[src/rtl/bus_arb_pkg.sv]
// ----------------------------------------------------------------------------
// bus_arb_pkg
//   Shared types and constants for the two-master bus arbiter.
//   - arb_state_e : arbiter FSM encoding (also exported for debug/observation)
//   - bus_req_t   : one latched master request (byte enables, address, data)
//   - is_write()  : a request is a write when any byte enable is set
// ----------------------------------------------------------------------------
package bus_arb_pkg;

    localparam int BUS_AW = 32;
    localparam int BUS_DW = 32;
    localparam int BUS_BE = 4;

    typedef enum logic [1:0] {
        IDLE  = 2'd0,
        ISSUE = 2'd1,
        WAIT  = 2'd2,
        ACK   = 2'd3
    } arb_state_e;

    typedef struct packed {
        logic [BUS_BE-1:0] we;
        logic [BUS_AW-1:0] addr;
        logic [BUS_DW-1:0] wdata;
    } bus_req_t;

    // All-zero byte enables encode a read.
    function automatic logic is_write(input logic [BUS_BE-1:0] we);
        return |we;
    endfunction

endpackage

[src/rtl/bus_arbiter_if.sv]
// ----------------------------------------------------------------------------
// bus_arbiter_if
//   Bundles the master request/acknowledge handshakes and the downstream bus
//   that bus_arbiter sits between.
//
//   Handshake (both masters): a master raises mN_req with mN_we/mN_addr/
//   mN_wdata stable and keeps them until it sees mN_ack high for one cycle.
//   req acts as "valid", ack as a one-cycle "done"; there is no separate
//   ready. m_rdata is only meaningful in the cycle an ack is high. A master
//   may withdraw req early once it has been granted; the access still
//   completes and the ack still pulses.
//
//   Signals:
//     m0_*/m1_*   master request fields and acknowledge
//     m_rdata     read data returned to whichever master is acked
//     bus_*       strobes/address/data toward bus_controller, bus_rdata back
//     busy/owner  arbiter status; state is the raw FSM state for observation
//
//   Modports:
//     slave   : the arbiter's view
//     master  : the environment's view (masters + bus model)
//     monitor : passive observer
// ----------------------------------------------------------------------------
interface bus_arbiter_if
    import bus_arb_pkg::*;
();

    logic              m0_req;
    logic [BUS_BE-1:0] m0_we;
    logic [BUS_AW-1:0] m0_addr;
    logic [BUS_DW-1:0] m0_wdata;
    logic              m0_ack;

    logic              m1_req;
    logic [BUS_BE-1:0] m1_we;
    logic [BUS_AW-1:0] m1_addr;
    logic [BUS_DW-1:0] m1_wdata;
    logic              m1_ack;

    logic [BUS_DW-1:0] m_rdata;

    logic              bus_re;
    logic [BUS_BE-1:0] bus_we;
    logic [BUS_AW-1:0] bus_addr;
    logic [BUS_DW-1:0] bus_wdata;
    logic [BUS_DW-1:0] bus_rdata;

    logic              busy;
    logic              owner;
    arb_state_e        state;

    modport slave (
        input  m0_req, m0_we, m0_addr, m0_wdata,
        input  m1_req, m1_we, m1_addr, m1_wdata,
        input  bus_rdata,
        output m0_ack, m1_ack, m_rdata,
        output bus_re, bus_we, bus_addr, bus_wdata,
        output busy, owner, state
    );

    modport master (
        output m0_req, m0_we, m0_addr, m0_wdata,
        output m1_req, m1_we, m1_addr, m1_wdata,
        output bus_rdata,
        input  m0_ack, m1_ack, m_rdata,
        input  bus_re, bus_we, bus_addr, bus_wdata,
        input  busy, owner, state
    );

    modport monitor (
        input m0_req, m0_we, m0_addr, m0_wdata,
        input m1_req, m1_we, m1_addr, m1_wdata,
        input bus_rdata,
        input m0_ack, m1_ack, m_rdata,
        input bus_re, bus_we, bus_addr, bus_wdata,
        input busy, owner, state
    );

endinterface

[src/rtl/bus_arbiter_rr_arb2.sv]
// ----------------------------------------------------------------------------
// rr_arb2
//   Combinational two-requester round-robin pick.
//
//   Ports:
//     req[1:0]     request from master 1 / master 0
//     last         index of the master that was served most recently
//     grant_valid  at least one request is present
//     grant_idx    winning master (0 when nobody requests)
//
//   A lone requester always wins; on a tie the master that was not served
//   last wins, which makes grants strictly alternate under contention.
// ----------------------------------------------------------------------------
module rr_arb2 (
    input  logic [1:0] req,
    input  logic       last,
    output logic       grant_valid,
    output logic       grant_idx
);

    always_comb begin
        grant_valid = |req;
        grant_idx   = 1'b0;
        case (req)
            2'b01:   grant_idx = 1'b0;
            2'b10:   grant_idx = 1'b1;
            2'b11:   grant_idx = ~last;
            default: grant_idx = 1'b0;
        endcase
    end

endmodule

[src/rtl/bus_arbiter.sv]
// ----------------------------------------------------------------------------
// bus_arbiter
//   Shares one data bus between the CPU load/store port (master 0) and a
//   DMA/loader engine (master 1). One transaction is in flight at a time:
//   IDLE picks a winner and latches its request, ISSUE drives the bus for one
//   cycle, WAIT covers the remaining read latency, ACK pulses the winner's ack
//   with the captured read data.
//
//   Parameters:
//     RD_LAT   bus cycles after the issue cycle before bus_rdata is valid
//              (legal range 0..3; the latency counter is two bits wide)
//
//   Ports:
//     clk      system clock, rising edge
//     rst_n    synchronous active-low reset
//     bif      bus_arbiter_if.slave: master handshakes, bus side, status
//
//   Every output comes straight from a register; no request input reaches a
//   bus strobe combinationally.
// ----------------------------------------------------------------------------
module bus_arbiter
    import bus_arb_pkg::*;
#(
    parameter int RD_LAT = 1
) (
    input  logic         clk,
    input  logic         rst_n,
    bus_arbiter_if.slave bif
);

    // Value loaded into the latency counter on a read issue. With RD_LAT = 0
    // the read completes in ISSUE and the counter is never used.
    localparam logic [1:0] LAT_LOAD = (RD_LAT > 0) ? 2'(RD_LAT - 1) : 2'd0;

    // ------------------------------------------------------------------
    // State and registered outputs
    // ------------------------------------------------------------------
    arb_state_e        state_q;
    logic              last_q;     // master served most recently
    logic              owner_q;    // master currently or last granted
    bus_req_t          req_q;      // latched winning request
    logic [1:0]        cnt_q;      // remaining read-latency cycles in WAIT
    logic [BUS_DW-1:0] rdata_q;    // captured read data
    logic              bus_re_q;
    logic [BUS_BE-1:0] bus_we_q;
    logic              ack0_q;
    logic              ack1_q;
    logic              busy_q;

    // ------------------------------------------------------------------
    // Arbitration and request selection
    // ------------------------------------------------------------------
    logic     grant_valid;
    logic     grant_idx;
    bus_req_t req_d;               // fields of the would-be winner

    rr_arb2 u_rr_arb2 (
        .req         ({bif.m1_req, bif.m0_req}),
        .last        (last_q),
        .grant_valid (grant_valid),
        .grant_idx   (grant_idx)
    );

    always_comb begin
        req_d.we    = bif.m0_we;
        req_d.addr  = bif.m0_addr;
        req_d.wdata = bif.m0_wdata;
        if (grant_idx) begin
            req_d.we    = bif.m1_we;
            req_d.addr  = bif.m1_addr;
            req_d.wdata = bif.m1_wdata;
        end
    end

    // ------------------------------------------------------------------
    // Single FSM. Strobes and acks are set on the edge that enters the
    // state in which they must be visible, so each output is a plain
    // register.
    // ------------------------------------------------------------------
    always_ff @(posedge clk) begin
        if (!rst_n) begin
            state_q  <= IDLE;
            last_q   <= 1'b1;          // master 0 wins the first tie
            owner_q  <= 1'b0;
            req_q    <= '0;
            cnt_q    <= 2'd0;
            rdata_q  <= '0;
            bus_re_q <= 1'b0;
            bus_we_q <= '0;
            ack0_q   <= 1'b0;
            ack1_q   <= 1'b0;
            busy_q   <= 1'b0;
        end else begin
            case (state_q)
                IDLE: begin
                    if (grant_valid) begin
                        owner_q  <= grant_idx;
                        req_q    <= req_d;
                        // Strobes go up on entry to ISSUE.
                        bus_we_q <= req_d.we;
                        bus_re_q <= ~is_write(req_d.we);
                        busy_q   <= 1'b1;
                        state_q  <= ISSUE;
                    end
                end

                ISSUE: begin
                    if (is_write(req_q.we)) begin
                        bus_we_q <= '0;
                        ack0_q   <= ~owner_q;
                        ack1_q   <= owner_q;
                        state_q  <= ACK;
                    end else if (RD_LAT == 0) begin
                        // Zero-latency bus: data is valid in the issue cycle.
                        rdata_q  <= bif.bus_rdata;
                        bus_re_q <= 1'b0;
                        ack0_q   <= ~owner_q;
                        ack1_q   <= owner_q;
                        state_q  <= ACK;
                    end else begin
                        // bus_re stays high through WAIT.
                        cnt_q    <= LAT_LOAD;
                        state_q  <= WAIT;
                    end
                end

                WAIT: begin
                    if (cnt_q == 2'd0) begin
                        rdata_q  <= bif.bus_rdata;
                        bus_re_q <= 1'b0;
                        ack0_q   <= ~owner_q;
                        ack1_q   <= owner_q;
                        state_q  <= ACK;
                    end else begin
                        cnt_q    <= cnt_q - 2'd1;
                    end
                end

                ACK: begin
                    // The acked master's req is still high here; it is not
                    // looked at again until IDLE.
                    ack0_q   <= 1'b0;
                    ack1_q   <= 1'b0;
                    last_q   <= owner_q;
                    busy_q   <= 1'b0;
                    state_q  <= IDLE;
                end

                default: begin
                    state_q  <= IDLE;
                end
            endcase
        end
    end

    // ------------------------------------------------------------------
    // Outputs
    // ------------------------------------------------------------------
    assign bif.m0_ack    = ack0_q;
    assign bif.m1_ack    = ack1_q;
    assign bif.m_rdata   = rdata_q;
    assign bif.bus_re    = bus_re_q;
    assign bif.bus_we    = bus_we_q;
    // Address and write data hold the latched request outside ISSUE/WAIT.
    assign bif.bus_addr  = req_q.addr;
    assign bif.bus_wdata = req_q.wdata;
    assign bif.busy      = busy_q;
    assign bif.owner     = owner_q;
    assign bif.state     = state_q;

endmodule

[src/flat_wrapper.sv]
// flat-port wrapper written by rule: the top's interface ports become plain ports
module bus_arbiter_flat import bus_arb_pkg::*;
#(
    parameter int RD_LAT = 1
)
  (clk, rst_n, bif_m0_req, bif_m0_we, bif_m0_addr, bif_m0_wdata, bif_m1_req, bif_m1_we, bif_m1_addr, bif_m1_wdata, bif_bus_rdata, bif_m0_ack, bif_m1_ack, bif_m_rdata, bif_bus_re, bif_bus_we, bif_bus_addr, bif_bus_wdata, bif_busy, bif_owner, bif_state);
  bus_arbiter_if bif_i ();
  input  logic clk;
  input  logic rst_n;
  input wire logic [$bits(bif_i.m0_req)-1:0] bif_m0_req;
  input wire logic [$bits(bif_i.m0_we)-1:0] bif_m0_we;
  input wire logic [$bits(bif_i.m0_addr)-1:0] bif_m0_addr;
  input wire logic [$bits(bif_i.m0_wdata)-1:0] bif_m0_wdata;
  input wire logic [$bits(bif_i.m1_req)-1:0] bif_m1_req;
  input wire logic [$bits(bif_i.m1_we)-1:0] bif_m1_we;
  input wire logic [$bits(bif_i.m1_addr)-1:0] bif_m1_addr;
  input wire logic [$bits(bif_i.m1_wdata)-1:0] bif_m1_wdata;
  input wire logic [$bits(bif_i.bus_rdata)-1:0] bif_bus_rdata;
  output wire logic [$bits(bif_i.m0_ack)-1:0] bif_m0_ack;
  output wire logic [$bits(bif_i.m1_ack)-1:0] bif_m1_ack;
  output wire logic [$bits(bif_i.m_rdata)-1:0] bif_m_rdata;
  output wire logic [$bits(bif_i.bus_re)-1:0] bif_bus_re;
  output wire logic [$bits(bif_i.bus_we)-1:0] bif_bus_we;
  output wire logic [$bits(bif_i.bus_addr)-1:0] bif_bus_addr;
  output wire logic [$bits(bif_i.bus_wdata)-1:0] bif_bus_wdata;
  output wire logic [$bits(bif_i.busy)-1:0] bif_busy;
  output wire logic [$bits(bif_i.owner)-1:0] bif_owner;
  output wire logic [$bits(bif_i.state)-1:0] bif_state;
  assign bif_i.m0_req = bif_m0_req;
  assign bif_i.m0_we = bif_m0_we;
  assign bif_i.m0_addr = bif_m0_addr;
  assign bif_i.m0_wdata = bif_m0_wdata;
  assign bif_i.m1_req = bif_m1_req;
  assign bif_i.m1_we = bif_m1_we;
  assign bif_i.m1_addr = bif_m1_addr;
  assign bif_i.m1_wdata = bif_m1_wdata;
  assign bif_i.bus_rdata = bif_bus_rdata;
  assign bif_m0_ack = bif_i.m0_ack;
  assign bif_m1_ack = bif_i.m1_ack;
  assign bif_m_rdata = bif_i.m_rdata;
  assign bif_bus_re = bif_i.bus_re;
  assign bif_bus_we = bif_i.bus_we;
  assign bif_bus_addr = bif_i.bus_addr;
  assign bif_bus_wdata = bif_i.bus_wdata;
  assign bif_busy = bif_i.busy;
  assign bif_owner = bif_i.owner;
  assign bif_state = bif_i.state;
  bus_arbiter #(.RD_LAT(RD_LAT)) u_core (.clk(clk), .rst_n(rst_n), .bif(bif_i));
endmodule
[config.mk]
export PLATFORM = sky130hd
export DESIGN_NAME = bus_arbiter_flat
export DESIGN_NICKNAME = d
export VERILOG_FILES = /design/src/rtl/bus_arb_pkg.sv /design/src/rtl/bus_arbiter_if.sv /design/src/rtl/bus_arbiter_rr_arb2.sv /design/src/rtl/bus_arbiter.sv /design/src/flat_wrapper.sv
export SDC_FILE = /design/constraint.sdc
export NUM_CORES = 1
export LEC_CHECK = 0
export ABC_AREA = 0
export BUFFER_PORTS_ARGS = -buffer_cell sky130_fd_sc_hd__buf_2
export CAP_MARGIN = 5
export CORE_ASPECT_RATIO = 0.6
export CORE_UTILIZATION = 48
export DETAILED_ROUTE_END_ITERATION = 8
export PLACE_DENSITY = 0.84
export REMOVE_ABC_BUFFERS = 1
export SYNTH_ARGS = -nofsm -noshare
export SYNTH_HDL_FRONTEND = slang
export SYNTH_HIERARCHICAL = 1
export SYNTH_SLANG_ARGS = --single-unit
[constraint.sdc]
create_clock -name clk -period 3 [get_ports clk]
set_clock_uncertainty 0.1 [all_clocks]
set_input_delay 0.75 -clock clk [delete_from_list [all_inputs] [get_ports clk]]
set_output_delay 0.75 -clock clk [all_outputs]
set_load 0.03 [all_outputs]
Word-level counts from Yosys, hierarchy flattened

Index checks and enable logic that the tools add are counted.

Output and inout port bits: 107
Logic and storage cells: 68
Bits of input ports: 172
Bits in registers: 114

$add $sub $neg: 1
Multiplexer cells: 23
Equal/unequal tests: 10
Reduce and logical (&&, ||, !) cells: 18
Bitwise operators: 3

Operators by type and width:

| kind                                                                    | count |
|---|---|
| 68-bit two-way mux                                                      | 1 |
| 3-bit AND reduction                                                     | 4 |
| 2-bit equality test, second input constant                              | 4 |
| 1-bit two-way mux                                                       | 8 |
| 2-bit two-way mux                                                       | 4 |
| 4-bit two-way mux                                                       | 2 |
| 2-bit case mux with 4 select lines                                      | 1 |
| 4-bit case mux with 2 select lines                                      | 1 |
| 2-bit AND reduction                                                     | 4 |
| 2-bit nonzero test                                                      | 4 |
| 4-bit OR reduction                                                      | 2 |
| 2-bit by 1-bit inequality test with 1-bit output, second input constant | 3 |
| 1-bit case mux with 2 select lines                                      | 3 |
| 1-bit case mux with 3 select lines                                      | 2 |
| 2-bit logical NOT                                                       | 2 |
| 2-bit inequality test, second input constant                            | 2 |
| 2-bit case mux with 2 select lines                                      | 1 |
| 1-bit NOT                                                               | 3 |
| 3-bit nonzero test                                                      | 1 |
| 2-bit by 1-bit equality test with 1-bit output, second input constant   | 1 |
| 2-bit OR reduction                                                      | 1 |
| 2-bit by 1-bit subtractor with 2-bit output, second input constant      | 1 |

Depth between registers and ports, before layout

Depth after elaboration: 7
Mapped depth: 7
Gate-level depth less buffers: 5

By module

The synthesis kept the hierarchy.

Modules (own cells, without submodules):

| module      | instances | area each (µm²) | seq. area each (µm²) | cells each |
|---|---|---|---|---|
| bus_arbiter | 1         | 5317.6          | 2282.2               | 591 |
| rr_arb2     | 1         | 13.8            | 0.0                  | 2 |

Worst setup path before layout

No wires, ideal clock.

Path type: input-to-reg
Start point: input port bif_m1_req
End point: register u_core.busy_q (netlist: u_core/bif.busy)
Setup time: 0.132 ns
Data arrival time: 1.658 ns
Path buffers: 2
Data required time: 2.768 ns
Cell stages on the path: 6
Path slack: 1.110 ns
Cells stage by stage: or2_1 -> and2_1 -> buf_4 -> buf_2 -> o21bai_1 -> a21oi_1

Word-level cells in the longest chain between the ends: 3

RTL lines:

| what                                                       | RTL line                  | source |
|---|---|---|
| start: declaration                                         | flat_wrapper.sv:14        | `input wire logic [$bits(bif_i.m1_req)-1:0] bif_m1_req;` |
| 2-bit OR reduction                                         | bus_arbiter_rr_arb2.sv:22 | `grant_valid = \|req;` |
| 2-bit by 1-bit inequality test with 1-bit output (no line) | -                         |  |
| 2-bit AND reduction (no line)                              | -                         |  |
| end signal: assignment                                     | bus_arbiter.sv:92         | `busy_q <= 1'b0;` |
| end signal: assignment                                     | bus_arbiter.sv:102        | `busy_q <= 1'b1;` |
| end signal: assignment                                     | bus_arbiter.sv:145        | `busy_q <= 1'b0;` |
| end: declaration                                           | bus_arbiter.sv:48         | `logic busy_q;` |

Every way passes these cells.
A chain may end at the register's enable or synchronous reset.

Worst setup path in the final report

Start point: register u_core.state_q[0] (netlist: u_core/bif.state[0])
End point: register u_core.req_q (netlist bit u_core/bif.bus_addr[27])

Word-level cells in the longest chain between the ends: 2

RTL lines:

| what                          | RTL line           | source |
|---|---|---|
| start: declaration            | bus_arbiter.sv:38  | `arb_state_e state_q;` |
| start signal: assignment      | bus_arbiter.sv:82  | `state_q <= IDLE;` |
| start signal: assignment      | bus_arbiter.sv:103 | `state_q <= ISSUE;` |
| start signal: assignment      | bus_arbiter.sv:112 | `state_q <= ACK;` |
| 2-bit logical NOT             | bus_arbiter.sv:94  | `case (state_q)` |
| 2-bit AND reduction (no line) | -                  |  |
| end signal: assignment        | bus_arbiter.sv:98  | `req_q <= req_d;` |
| end: declaration              | bus_arbiter.sv:41  | `bus_req_t req_q;` |

Every way passes these cells.

==> results by group <==
Outcome
  – Status: completed

Detailed routing
  – Per-cell routed wire length: 13.9 um
  – Routed vias/inst: 4.96
  – First-pass DRT Iterations: 4
  – DRT iter0 DRCs: 165
  – Residual DRC count: 0
  – ANT nets after route: 0
  – Total wire length: 13,100 um
  – Via count: 4,675

Cells and area
  – Area of the multi-input gates: 2340 um2
  – Post-route cell area: 6870 um2
  – Nets: 970
  – Synth-to-Final Area Change: 28.9%
  – Storage cell area: 2280 um2
  – Filler Cell Count: 886
  – Share of post-route cells with drive strength above 1: 40.2%
  – N_diodes: 0

Critical path
  – R2r startpoint: u_core/bif.state[0]
  – Crit Path Max Fanout: 58
  – Slowest cell delay on critical path: 0.58 ns
  – Crit path cell chain: inv_1, ha_1, and2_4, buf_12, nor2_1, a211oi_1
  – Stages on the worst setup path: 6
  – Reg2reg setup slack: 0.83 ns
  – Setup crit end kind: register
  – Critical path class: register to register
  – Critical path arrival: 2.37 ns
  – Buf/Inv on CP: 2
  – R2R Path End: u_core/bif.bus_addr[27]
  – Worst path top cell family by delay: simple AND/OR/NAND/NOR gates
  – Reg2Reg Depth: 6
  – Critical path launch point type: register
  – WP data required: 3.20 ns
  – Crit path max-delay cell type: and2_4

CTS
  – Max H-tree Level: 4
  – Clock Pin Slew Worst Setup and Hold Paths: 0.06 ns
  – Longest Clk Path Bufs: 2
  – Root buf cell: clkbuf_16
  – Clk sinks: 114
  – Worst-Skew Late Latency: 0.39 ns
  – CTS Buf Count: 17
  – Post-CTS Setup Inserts: 0
  – CTS Hold Buffers Added: 0
  – CTS tree: yes
  – Cts repair resizes: 0

Logic synthesis
  – Yosys top cell by area: dfxtp_1
  – Post-synth top area share: 42.8%
  – Top-count cell post-synth: dfxtp_1
  – Sequential-to-total area share from yosys stat: 42.8%
  – Mapped Area: 5330 um2
  – Ys async rst share: 0%
  – Post-synth cell types: 34
  – Register bit count reported by yosys: 114
  – Synth warnings: 6
  – Mapped Cells: 593
  – Syn Area/Cell: 8.99 um2
  – Synth area leaders: dfxtp_1 (43%), mux2i_1 (14%), buf_4 (10%), a211oi_1 (9.7%), nand2_1 (5.5%)
  – Top post-synthesis cells by count: dfxtp_1 (114), nand2_1 (78), buf_4 (73), mux2i_1 (73), a211oi_1 (69)
  – Number of flops mapped to enable cells by yosys: 0
  – Top_reg_cell synth: dfxtp_1

Timing
  – Final worst path period share: 72.2%
  – RSZ-0062 raised after global routing: false
  – Tightest Pin Transition: 0.631 ns
  – Slew Limit Fails: 0
  – Fin crit period: 2.17 ns
  – Worst rel slew slack: 58.0%
  – Max frequency: 462 MHz
  – Final hold violation count: 0
  – # setup viols final: 0

Placed design
  – Final HPWL DP: 9670 um
  – Count of input and output buffers: 278
  – DP Area: 6330 um2
  – Gpl congestion: 0.827

Power
  – Power Density: 1060 nW/um2
  – Peak VDD IR: 0.598 mV
  – LEAKAGE: 3.21 nW
  – Overall Power: 7.30 mW

Min path
  – Hold EP: u_core/bif.bus_we[0]
  – Hold Crit Class: register to register
  – Worst min-delay path startpoint: u_core/bif.bus_we[0]
  – Worst Hold Path Cells: 2

GRT
  – Vias in the first global route: 4,278
  – Overall Global Routing Usage: 23.1%
  – First-pass GRT wire length: 21,400 um
  – Initial antenna violation count: 0
  – Largest net degree at the start of global routing: 59
  – Grt total ovfl: 0

Floorplanning
  – Core box area: 10,700 um2
  – Site row count: 29
  – Height of the die: 83.6 um
  – Die footprint: 11,500 um2
  – I/O Pins: 279
  – Initial Utilization: 50.0%
  – Die Wd: 138 um

Run
  – Max cap viols: 0
==> routing by layer <==
metal,GRT usage (%),vias to the layer above,routed length (um)
li1,-,2396,-
met3,7.34,10,923
met2,37.1,167,6040
met5,0,-,0
met1,29.4,2102,6070
met4,7.49,0,106
==> worst max-delay path by stage <==
stage,startpoint,endpoint,slack (ns)
4_1_cts,u_core/bif.state[0],u_core/bif.bus_addr[27],0.84
2_1_floorplan,bif_m1_req,u_core/bif.bus_we[3],-3.64
3_3_place_gp,bif_m0_req,u_core/bif.bus_addr[23],0.69
3_5_place_dp,bif_m0_req,u_core/bif.bus_addr[27],0.58
6_report,u_core/bif.state[0],u_core/bif.bus_addr[27],0.83
5_1_grt,u_core/bif.state[0],u_core/bif.bus_addr[27],0.62
==> through the flow <==
step | setup TNS, ns | hold slack [ns] | utilization [%] | std cells | worst slack [ns]
2_1_floorplan | -249.89 | 0.338 | - | 485 | -3.64
3_5_place_dp | 0 | 0.343 | 59.3 | 912 | 0.585
5_1_grt | 0 | 0.364 | 64.4 | 943 | 0.623
6_report | 0 | 0.351 | 64.4 | 943 | 0.834
4_1_cts | 0 | 0.350 | 64.4 | 943 | 0.841
3_3_place_gp | 0 | 0.341 | 59.3 | 912 | 0.685
==> cell type report <==
| type | instances | share of cell area [%] |
|---|---|---|
| inverters | 5 | 0.291 |
| multi-input cells | 366 | 34.0 |
| repair buffers | 288 | 22.1 |
| clock inverters | 9 | 0.837 |
| well taps | 139 | 2.53 |
| clock buffers | 22 | 7.05 |
| flip-flops and latches | 114 | 33.2 |
==> cell usage in the layout (no fill, tap or decap), types with 3 or more instances in the layout <==
cell type / count
clkinv_2: 5
a21oi_1: 35
nor2b_1: 3
inv_1: 4
clkbuf_16: 17
o21bai_1: 5
nand2_1: 78
mux2i_1: 73
nor4_1: 6
nor2_1: 68
clkbuf_8: 4
buf_12: 4
buf_4: 6
ha_1: 6
a211oi_1: 69
clkinvlp_4: 5
buf_2: 278
nand2b_1: 3
dfxtp_1: 114
==> cell families (layout without fill, tap and decap cells) <==
family,after synthesis,count (layout),share of synthesized area (%)
flip-flops,114,114,42.8
multiplexers,73,73,13.7
adder cells (fa/ha/maj),6,6,1.41
AO/OA/AOI/OAI,119,119,15.6
AND/OR/NAND/NOR,168,168,12.9
buffers and inverters,113,324,13.6
==> report_power, final <==
| part | switching (mW) | total (mW) | internal, mW |
|---|---|---|---|
| logic | 2.15 | 3.19 | 1.04 |
| clock network | 0.675 | 1.81 | 1.13 |
| registers | 0.280 | 2.30 | 2.02 |
| total | 3.11 | 7.30 | 4.19 |
==> flip-flops by register name, indices dropped and copies added, names as in the netlist <==
name                  flops
u_core/bif.bus_addr      32
u_core/bif.bus_re         1
u_core/bif.bus_wdata     32
u_core/bif.bus_we         4
u_core/bif.busy           1
u_core/bif.m0_ack         1
u_core/bif.m1_ack         1
u_core/bif.m_rdata       32
u_core/bif.owner          1
u_core/bif.state          2
u_core/cnt_q              2
u_core/last_q             1
u_core/req_q              4
==> worst reg2reg max path, delay by kind of cell (launching register included) <==
| kind | cells | cell delay (ns) |
|---|---|---|
| buffers and inverters | 2 | 0.47 |
| AND/OR/NAND/NOR | 2 | 0.66 |
| flip-flops | 1 | 0.35 |
| AO/OA/AOI/OAI | 1 | 0.23 |
| adder cells (fa/ha/maj) | 1 | 0.27 |
No activity file was read; power rests on OpenSTA's default activity.
